===== config.mk =====
export PLATFORM = sky130hd
export DESIGN_NAME = traffic_phase_sequencer_flat
export DESIGN_NICKNAME = d
export VERILOG_FILES = /design/src/rtl/traffic_phase_sequencer_if.sv /design/src/rtl/traffic_phase_sequencer.sv /design/src/flat_wrapper.sv
export SDC_FILE = /design/constraint.sdc
export NUM_CORES = 1
export LEC_CHECK = 0
export BUFFER_PORTS_ARGS = -buffer_cell sky130_fd_sc_hd__buf_2
export CAP_MARGIN = 20
export CORE_MARGIN = 2
export CORE_UTILIZATION = 30
export DETAILED_ROUTE_END_ITERATION = 7
export GPL_ROUTABILITY_DRIVEN = 0
export GPL_TIMING_DRIVEN = 0
export PLACE_DENSITY = 0.56
export SKIP_CTS_REPAIR_TIMING = 1
export SLEW_MARGIN = 20
export SYNTH_ARGS = -nofsm -noshare
export SYNTH_HDL_FRONTEND = slang
export SYNTH_SLANG_ARGS = --single-unit

===== constraint.sdc =====
create_clock -name clk -period 1.9 [get_ports clk]
set_clock_uncertainty 0.1 [all_clocks]
set_input_delay 0.38 -clock clk [delete_from_list [all_inputs] [get_ports clk]]
set_output_delay 0.38 -clock clk [all_outputs]
set_load 0.01 [all_outputs]

===== src/rtl/traffic_phase_sequencer_if.sv =====
// Signal bundle between an intersection controller and its environment:
// enable/request/override inputs plus the light, walk and phase indications.
interface traffic_phase_sequencer_if;
    logic       en;
    logic       ped_req;
    logic       emergency;
    logic [1:0] north_south_light;
    logic [1:0] east_west_light;
    logic       pedestrian_walk;
    logic       ped_pending;
    logic [2:0] phase;

    modport master (
        output en, ped_req, emergency,
        input  north_south_light, east_west_light, pedestrian_walk, ped_pending, phase
    );

    modport slave (
        input  en, ped_req, emergency,
        output north_south_light, east_west_light, pedestrian_walk, ped_pending, phase
    );
endinterface


===== src/rtl/traffic_phase_sequencer.sv =====
// Four-way intersection phase sequencer with per-phase cycle timers,
// latched pedestrian requests, enable/freeze and an emergency all-red override.
module traffic_phase_sequencer #(
    parameter int unsigned GREEN_CYCLES  = 16,
    parameter int unsigned YELLOW_CYCLES = 4,
    parameter int unsigned ALLRED_CYCLES = 2,
    parameter int unsigned WALK_CYCLES   = 8,
    parameter int unsigned CNT_W         = 8
) (
    input logic                      clk,
    input logic                      rst,
    traffic_phase_sequencer_if.slave bus
);

    typedef enum logic [2:0] {
        NS_G  = 3'd0,
        NS_Y  = 3'd1,
        AR_A  = 3'd2,
        EW_G  = 3'd3,
        EW_Y  = 3'd4,
        AR_B  = 3'd5,
        WALK  = 3'd6,
        EMERG = 3'd7
    } phase_t;

    localparam logic [1:0] RED    = 2'b00;
    localparam logic [1:0] YELLOW = 2'b01;
    localparam logic [1:0] GREEN  = 2'b10;

    phase_t           state, nxt_state;
    logic [CNT_W-1:0] timer, nxt_timer;
    logic             pending;
    logic [1:0]       nxt_ns, nxt_ew;

    function automatic logic [CNT_W-1:0] load_val(input phase_t s);
        case (s)
            NS_G, EW_G: load_val = CNT_W'(GREEN_CYCLES - 1);
            NS_Y, EW_Y: load_val = CNT_W'(YELLOW_CYCLES - 1);
            WALK:       load_val = CNT_W'(WALK_CYCLES - 1);
            default:    load_val = CNT_W'(ALLRED_CYCLES - 1);
        endcase
    endfunction

    // Emergency is checked ahead of en so the override works even while frozen.
    always_comb begin
        nxt_state = state;
        nxt_timer = timer;
        if (bus.emergency) begin
            nxt_state = EMERG;
        end else if (state == EMERG) begin
            nxt_state = AR_B;
            nxt_timer = CNT_W'(ALLRED_CYCLES - 1);
        end else if (bus.en) begin
            if (timer == '0) begin
                case (state)
                    NS_G:    nxt_state = NS_Y;
                    NS_Y:    nxt_state = AR_A;
                    AR_A:    nxt_state = EW_G;
                    EW_G:    nxt_state = EW_Y;
                    EW_Y:    nxt_state = AR_B;
                    AR_B:    nxt_state = pending ? WALK : NS_G;
                    default: nxt_state = NS_G;
                endcase
                nxt_timer = load_val(nxt_state);
            end else begin
                nxt_timer = timer - CNT_W'(1);
            end
        end
    end

    always_comb begin
        nxt_ns = RED;
        nxt_ew = RED;
        case (nxt_state)
            NS_G:    nxt_ns = GREEN;
            NS_Y:    nxt_ns = YELLOW;
            EW_G:    nxt_ew = GREEN;
            EW_Y:    nxt_ew = YELLOW;
            default: ;
        endcase
    end

    // Lights and walk are registered from the next state so they track the phase flops exactly.
    always_ff @(posedge clk) begin
        if (rst) begin
            state                 <= AR_B;
            timer                 <= CNT_W'(ALLRED_CYCLES - 1);
            pending               <= 1'b0;
            bus.north_south_light <= RED;
            bus.east_west_light   <= RED;
            bus.pedestrian_walk   <= 1'b0;
        end else begin
            state                 <= nxt_state;
            timer                 <= nxt_timer;
            bus.north_south_light <= nxt_ns;
            bus.east_west_light   <= nxt_ew;
            bus.pedestrian_walk   <= (nxt_state == WALK);
            if (state != WALK && nxt_state == WALK)
                pending <= 1'b0;
            else if (state != WALK && bus.ped_req)
                pending <= 1'b1;
        end
    end

    assign bus.phase       = state;
    assign bus.ped_pending = pending;

endmodule


===== src/flat_wrapper.sv =====
// flat-port wrapper written by rule: the top's interface ports become plain ports
module traffic_phase_sequencer_flat 
#(
    parameter int unsigned GREEN_CYCLES  = 16,
    parameter int unsigned YELLOW_CYCLES = 4,
    parameter int unsigned ALLRED_CYCLES = 2,
    parameter int unsigned WALK_CYCLES   = 8,
    parameter int unsigned CNT_W         = 8
)
  (clk, rst, bus_en, bus_ped_req, bus_emergency, bus_north_south_light, bus_east_west_light, bus_pedestrian_walk, bus_ped_pending, bus_phase);
  traffic_phase_sequencer_if bus_i ();
  input logic clk;
  input logic rst;
  input wire logic [$bits(bus_i.en)-1:0] bus_en;
  input wire logic [$bits(bus_i.ped_req)-1:0] bus_ped_req;
  input wire logic [$bits(bus_i.emergency)-1:0] bus_emergency;
  output wire logic [$bits(bus_i.north_south_light)-1:0] bus_north_south_light;
  output wire logic [$bits(bus_i.east_west_light)-1:0] bus_east_west_light;
  output wire logic [$bits(bus_i.pedestrian_walk)-1:0] bus_pedestrian_walk;
  output wire logic [$bits(bus_i.ped_pending)-1:0] bus_ped_pending;
  output wire logic [$bits(bus_i.phase)-1:0] bus_phase;
  assign bus_i.en = bus_en;
  assign bus_i.ped_req = bus_ped_req;
  assign bus_i.emergency = bus_emergency;
  assign bus_north_south_light = bus_i.north_south_light;
  assign bus_east_west_light = bus_i.east_west_light;
  assign bus_pedestrian_walk = bus_i.pedestrian_walk;
  assign bus_ped_pending = bus_i.ped_pending;
  assign bus_phase = bus_i.phase;
  traffic_phase_sequencer #(.GREEN_CYCLES(GREEN_CYCLES), .YELLOW_CYCLES(YELLOW_CYCLES), .ALLRED_CYCLES(ALLRED_CYCLES), .WALK_CYCLES(WALK_CYCLES), .CNT_W(CNT_W)) u_core (.clk(clk), .rst(rst), .bus(bus_i));
endmodule

==> qor.txt, run 1 <==
Logic pwr share: 24.8%
Clock Power Share: 26.1%
Initial Util: 32.0%
Reg2Reg Depth: 7
Yosys reg bits: 17
Final Max Tran Viols: 0
sequential area share after synthesis: 34.5%
Worst setup EP type: flop
EDFF count, synth: 0
worst flop-to-flop path endpoint: u_core.bus.north_south_light[1]
Peak supply drop: 0.521 mV
critical path launch point: u_core.timer[1]
r2r setup slk: 0.07 ns
worst-margin pin slew: 0.464 ns
start of the worst register-to-register path: u_core.timer[1]
Routed WL: 2.53 mm
Row Count: 20
CTS Root Cell: clkbuf_4
RSZ-0062 raised after global routing: no
YS warnings: 0
Layout area overhead: 23.2%
CP startpoint kind: flop
layout cells sized above 1: 28.4%
post-DP HPWL: 1.72 mm
clk buf depth: 2
core area: 0.00308 mm2
Num CTS Buffers: 3
Sw Share: 31.9%
cell area after layout: 0.00121 mm2
# IOs: 14
Worst Hold Endpoint: u_core.bus.ped_pending
largest net degree at the start of global routing: 11
min cycle time layout: 1.83 ns
leak pwr: 0.000440 uW
Vias/cell: 5.25
Post-Synthesis Cells: 115
Max Cap Viol: 0
Worst-path clk slew: 0.11 ns
first-pass GRT wire length: 3.67 mm
Vias: 934
DR iter-0 viols: 15
GR Overflow Total: 0
HP Start: bus_ped_req
fmax: 0.546 GHz
Clock Latency Late Sink: 0.30 ns
Synthesized Nets: 121
die area: 0.00376 mm2
CTS sink cnt: 17
total track usage: 13.3%
chip width: 61.3 um
antenna-violating nets left: 0
n_diodes: 0
Syn Area/Cell: 8.57 um2
Final period util: 96.4%
most frequent cells in the layout: dfxtp_1 (15), buf_2 (11), nor2_1 (10)
Post-Syn Area: 986 um2
max_slew headroom: 69.1%
DP Area: 0.00110 mm2
main flop type after synthesis: dfxtp_1
Pre-antenna DRT Iters: 4
WL per Instance: 14.2 um
Final Setup Violations: 0
status: finished clean
Final TNS setup: 0 ns
hold path depth: 4
CP Class: reg2reg
nets@finish: 141
Netlist cell types: 42
Crit Path Max Fanout: 6
Int Pwr: 537 uW
most common cell after layout, fill and taps aside: dfxtp_1
part of the power in registers: 49.0%
Filler cells: 334
arrival time worst endpoint: 1.97 ns
die height: 61.3 um
CP Data Required Time: 2.04 ns
Non-Filler Instances: 178
Power per Cell Area: 650 mW/mm2
residual DRC count: 0
CTS H-tree lvls: 1
Net Switching: 252 uW
PortBufs: 11
initial antenna violation count: 0
vias in the first global route: 775
ys async rst share: 0%
Hold WC Path Type: in2reg
CTS tree: built
DP Cell Count: 170
Fin. Hold Viols: 0
[worst max-delay path, cell delays in order (launching register included)]
cell and delay (ns):
dfxtp_2 0.37, inv_2 0.05, ha_4 0.16, nor3b_4 0.17
and3_1 0.21, buf_6 0.12, a2111o_1 0.43, nor3b_2 0.17
[through the flow]
step | setup WS (ns) | hold WS, ns | total power [uW] | utilization, %
floorplan | 0.0288 | 0.357 | 510 | -
global placement | -0.224 | 0.389 | 548 | 35.6
detailed placement | -0.317 | 0.390 | 550 | 35.6
CTS | -0.325 | 0.319 | 753 | 36.5
global route | 0.00427 | 0.368 | 835 | 39.5
finish | 0.0688 | 0.333 | 789 | 39.5
[worst max-delay path by stage]
stage,cells after the start,to,slack (ns)
2_1_floorplan,6,u_core.bus.north_south_light[1],0.03
6_report,7,u_core.bus.north_south_light[1],0.07
3_5_place_dp,6,u_core.bus.pedestrian_walk,-0.32
5_1_grt,7,u_core.bus.north_south_light[1],0.004
3_3_place_gp,6,u_core.bus.east_west_light[1],-0.22
4_1_cts,6,u_core.bus.ped_pending,-0.32
[cell families after synthesis]
logic type / share of synthesized area (%)
compound gates: 23.4
xor+xnor: 6.22
fa+ha+maj: 1.27
buf+inv: 5.46
flops: 34.5
simple gates: 29.2
[registers in the layout (all words and copies together), names as in the netlist]
signal and count:
u_core.bus.ped_pending 1, u_core.bus.phase 3, u_core.bus.pedestrian_walk 1, u_core.timer 8
u_core.bus.east_west_light 2, u_core.bus.north_south_light 2
[synthesized netlist by cell type (all sizes together), types with 2 or more instances]
cell	instances	area share [%]
o21ai	4	2.0
inv	7	2.7
nor2b	2	1.3
and3	3	1.9
clkbuf	4	1.5
nor3	4	2.5
nand3b	3	2.3
or4	2	1.5
xnor2	7	6.2
o2111ai	3	2.7
o22ai	2	1.3
nor4b	2	1.8
buf	3	1.3
nor3b	3	3.3
a41oi	2	1.8
nand2	4	1.5
nand2b	4	2.5
dfxtp	17	35
a31oi	5	3.2
nor2	10	3.8
nor4	3	3.4
o311ai	2	1.8
a21oi	4	2.0
[cell type report]
cell class,count,area [um2],share of cell area (%)
multi-input combinational,84,641,52.7
tap,44,55.1,4.53
inverter,7,26.3,2.16
clock buffer,3,22.5,1.85
clock inverter,1,5.00,0.412
timing repair buffer,15,85.1,7.00
buffer,7,37.5,3.09
sequential,17,343,28.2
[power by group through the flow]
| stage | combinational, uW | sequential, uW | clock (uW) |
|---|---|---|---|
| floorplan | 118 | 392 | 0 |
| CTS | 158 | 385 | 210 |
| global placement | 155 | 393 | 0 |
| finish | 196 | 387 | 206 |
| detailed placement | 156 | 393 | 0 |
| global route | 215 | 389 | 231 |
[metal layers]
metal	part of all wire, %	vias to the layer above	wire (um)	GRT usage (%)
met5	0	-	0	0
met4	0.59	0	15	2.17
met3	5.8	2	146	3.99
met2	47	25	1190	21.3
met1	47	438	1180	17.9
li1	-	469	-	-
No activity file was read; power rests on OpenSTA's default activity.
==> run 2, diff against run 1 <==
Settings changed: SETUP_SLACK_MARGIN set to 0.02.
Clock period 1.9 ns to 1.6 ns, I/O delays scaled along.
==> run 2 against run 1 <==
The run now ends with setup timing left. Via count increased by 3.7%. Routed wire length increased by 4.7%. Clock-buffer cell count unchanged. Flip-flop and latch count unchanged. Global-route usage increased by 2.0 points. Die area unchanged. Critical endpoint is now u_core.bus.north_south_light[0]. Highest routed layer is now met3.
==> qor.txt, run 2 (synthesis results as in run 1) <==
status: complete, but fails checks
failing checks: setup timing
antenna-violating nets left: 0 (unchanged)
DP Area: 0.00114 mm2 (+4.0%)
GR Overflow Total: 0 (unchanged)
Hold WC Path Type: in2reg
cell area after layout: 0.00133 mm2 (+9.5%)
# IOs: 14 (unchanged)
Vias/cell: 5.18 (-1.2%)
worst-margin pin slew: 0.619 ns (+0.156 ns)
Worst setup EP type: flop
Crit Path Max Fanout: 7 (+1)
max_slew headroom: 58.7% (-10 points)
final setup slack of the worst path: -0.272 ns (-0.340 ns)
largest net degree at the start of global routing: 11 (unchanged)
Initial Util: 32.0% (unchanged)
Routed WL: 2.65 mm (+4.7%)
CP Data Required Time: 1.74 ns (-0.30 ns)
clk buf depth: 2 (unchanged)
met2 wire len: 1.34 mm (+12%)
initial antenna violation count: 0 (unchanged)
Largest register FFs: 8 (unchanged)
core area: 0.00308 mm2 (unchanged)
Vias: 969 (+3.7%)
CP Class: reg2reg
n_diodes: 0 (unchanged)
fmax: 0.534 GHz (-2.2%)
Max Used Layer: met3
Max Cap Viol: 0 (unchanged)
Most flops, register: u_core.timer
total track usage: 15.3% (+2.0 points)
CP startpoint kind: flop
post-DP HPWL: 1.78 mm (+3.3%)
CTS sink cnt: 17 (unchanged)
CTS tree: built
CTS Root Cell: clkbuf_4
die area: 0.00376 mm2 (unchanged)
chip width: 61.3 um (unchanged)
Layout area overhead: 34.9%
WL per Instance: 14.2 um (-0.37%)
RSZ-0062 raised after global routing: yes
die height: 61.3 um (unchanged)
Fin. Hold Viols: 0 (unchanged)
first-pass GRT wire length: 4.30 mm (+17%)
Final Max Tran Viols: 0 (unchanged)
Final Setup Violations: 16 (+16)
vias in the first global route: 889 (+15%)
CTS H-tree lvls: 1 (unchanged)
arrival time worst endpoint: 2.02 ns (+0.05 ns)
Power per Cell Area: 738 mW/mm2 (+14%)
Final Power: 982 uW (+24%)
leak pwr: 0.000493 uW (+12%)
min cycle time layout: 1.87 ns (+0.0403 ns)
Final period util: 117% (+21 points)
worst hold margin: 0.264 ns (-0.0692 ns)
Num CTS Buffers: 3 (unchanged)
layout cells sized above 1: 38.5% (+10 points)
Row Count: 20 (unchanged)
Peak supply drop: 0.318 mV (-39%)
Pre-antenna DRT Iters: 5 (+1)
PortBufs: 11 (unchanged)
DR iter-0 viols: 37 (+22)
M1 WL: 1.22 mm (+3.3%)
residual DRC count: 0 (unchanged)
routed wl met3: 92 um (-37%)
most frequent cells in the layout: dfxtp_1 (13), buf_2 (12), buf_4 (12)
Worst-path clk slew: 0.11 ns (about the same)
most common cell after layout, fill and taps aside: dfxtp_1
nets@finish: 150 (+6.4%)
Setup WS pre-CTS: -0.402 ns (-0.0855 ns)
Clock Latency Late Sink: 0.30 ns (about the same)
[run 2: changes by cell type in the layout (fill, tap and decap cells not counted), sizes merged]
cell,previous run,this run
clkbuf,8,7
buf,17,27
[run 2: worst paths after layout]
check	start	to	slack, ns	depth (start not counted)
setup / recovery	u_core.timer[0]	u_core.bus.north_south_light[0]	-0.27	7
hold / removal	bus_ped_req	u_core.bus.ped_pending	0.26	4
setup reg to reg	u_core.timer[0]	u_core.bus.north_south_light[0]	-0.27	7
hold reg to reg	u_core.timer[1]	u_core.timer[1]	0.40	2
[run 2: area by class of cell]
| cell class | instances | area [um2] |
|---|---|---|
| multi-input cells | 84 | 679 |
| well taps | 44 | 55.1 |
| fillers | 314 | 1750 |
| repair buffers | 24 | 156 |
| plain buffers | 7 | 40.0 |
| clock inverters | 1 | 5.00 |
| flip-flops and latches | 17 | 345 |
| clock buffers | 3 | 22.5 |
| inverters | 7 | 26.3 |
[run 2: per-layer routing]
layer  track usage (%)  up-vias
met2              24.8       15
met4              1.86        0
met1              20.8      462
met3              4.41        0
li1                  -      492
met5                 0        -
[run 2: report_power, final]
| group | switching (uW) | total (uW) | internal [uW] |
|---|---|---|---|
| Sequential | 21.2 | 461 | 440 |
| Clock | 148 | 241 | 93.4 |
| Combinational | 144 | 280 | 136 |
[run 2: worst max-delay path, stage by stage, from the launching register on]
cell and delay (ns):
dfxtp_2 0.34, inv_2 0.07, ha_4 0.14, nor3b_4 0.33
a311oi_2 0.18, a2111o_1 0.45, buf_6 0.14, nor3_2 0.08
[run 2: stage by stage]
step           utilization [%]  TNS (ns)  std cells
6_report                  43.2     -2.32        187
5_1_grt                   43.2     -4.15        187
2_1_floorplan                -    -0.601        115
4_1_cts                   37.9     -5.02        174
3_5_place_dp              37.0     -4.62        170
3_3_place_gp              37.0     -4.24        170
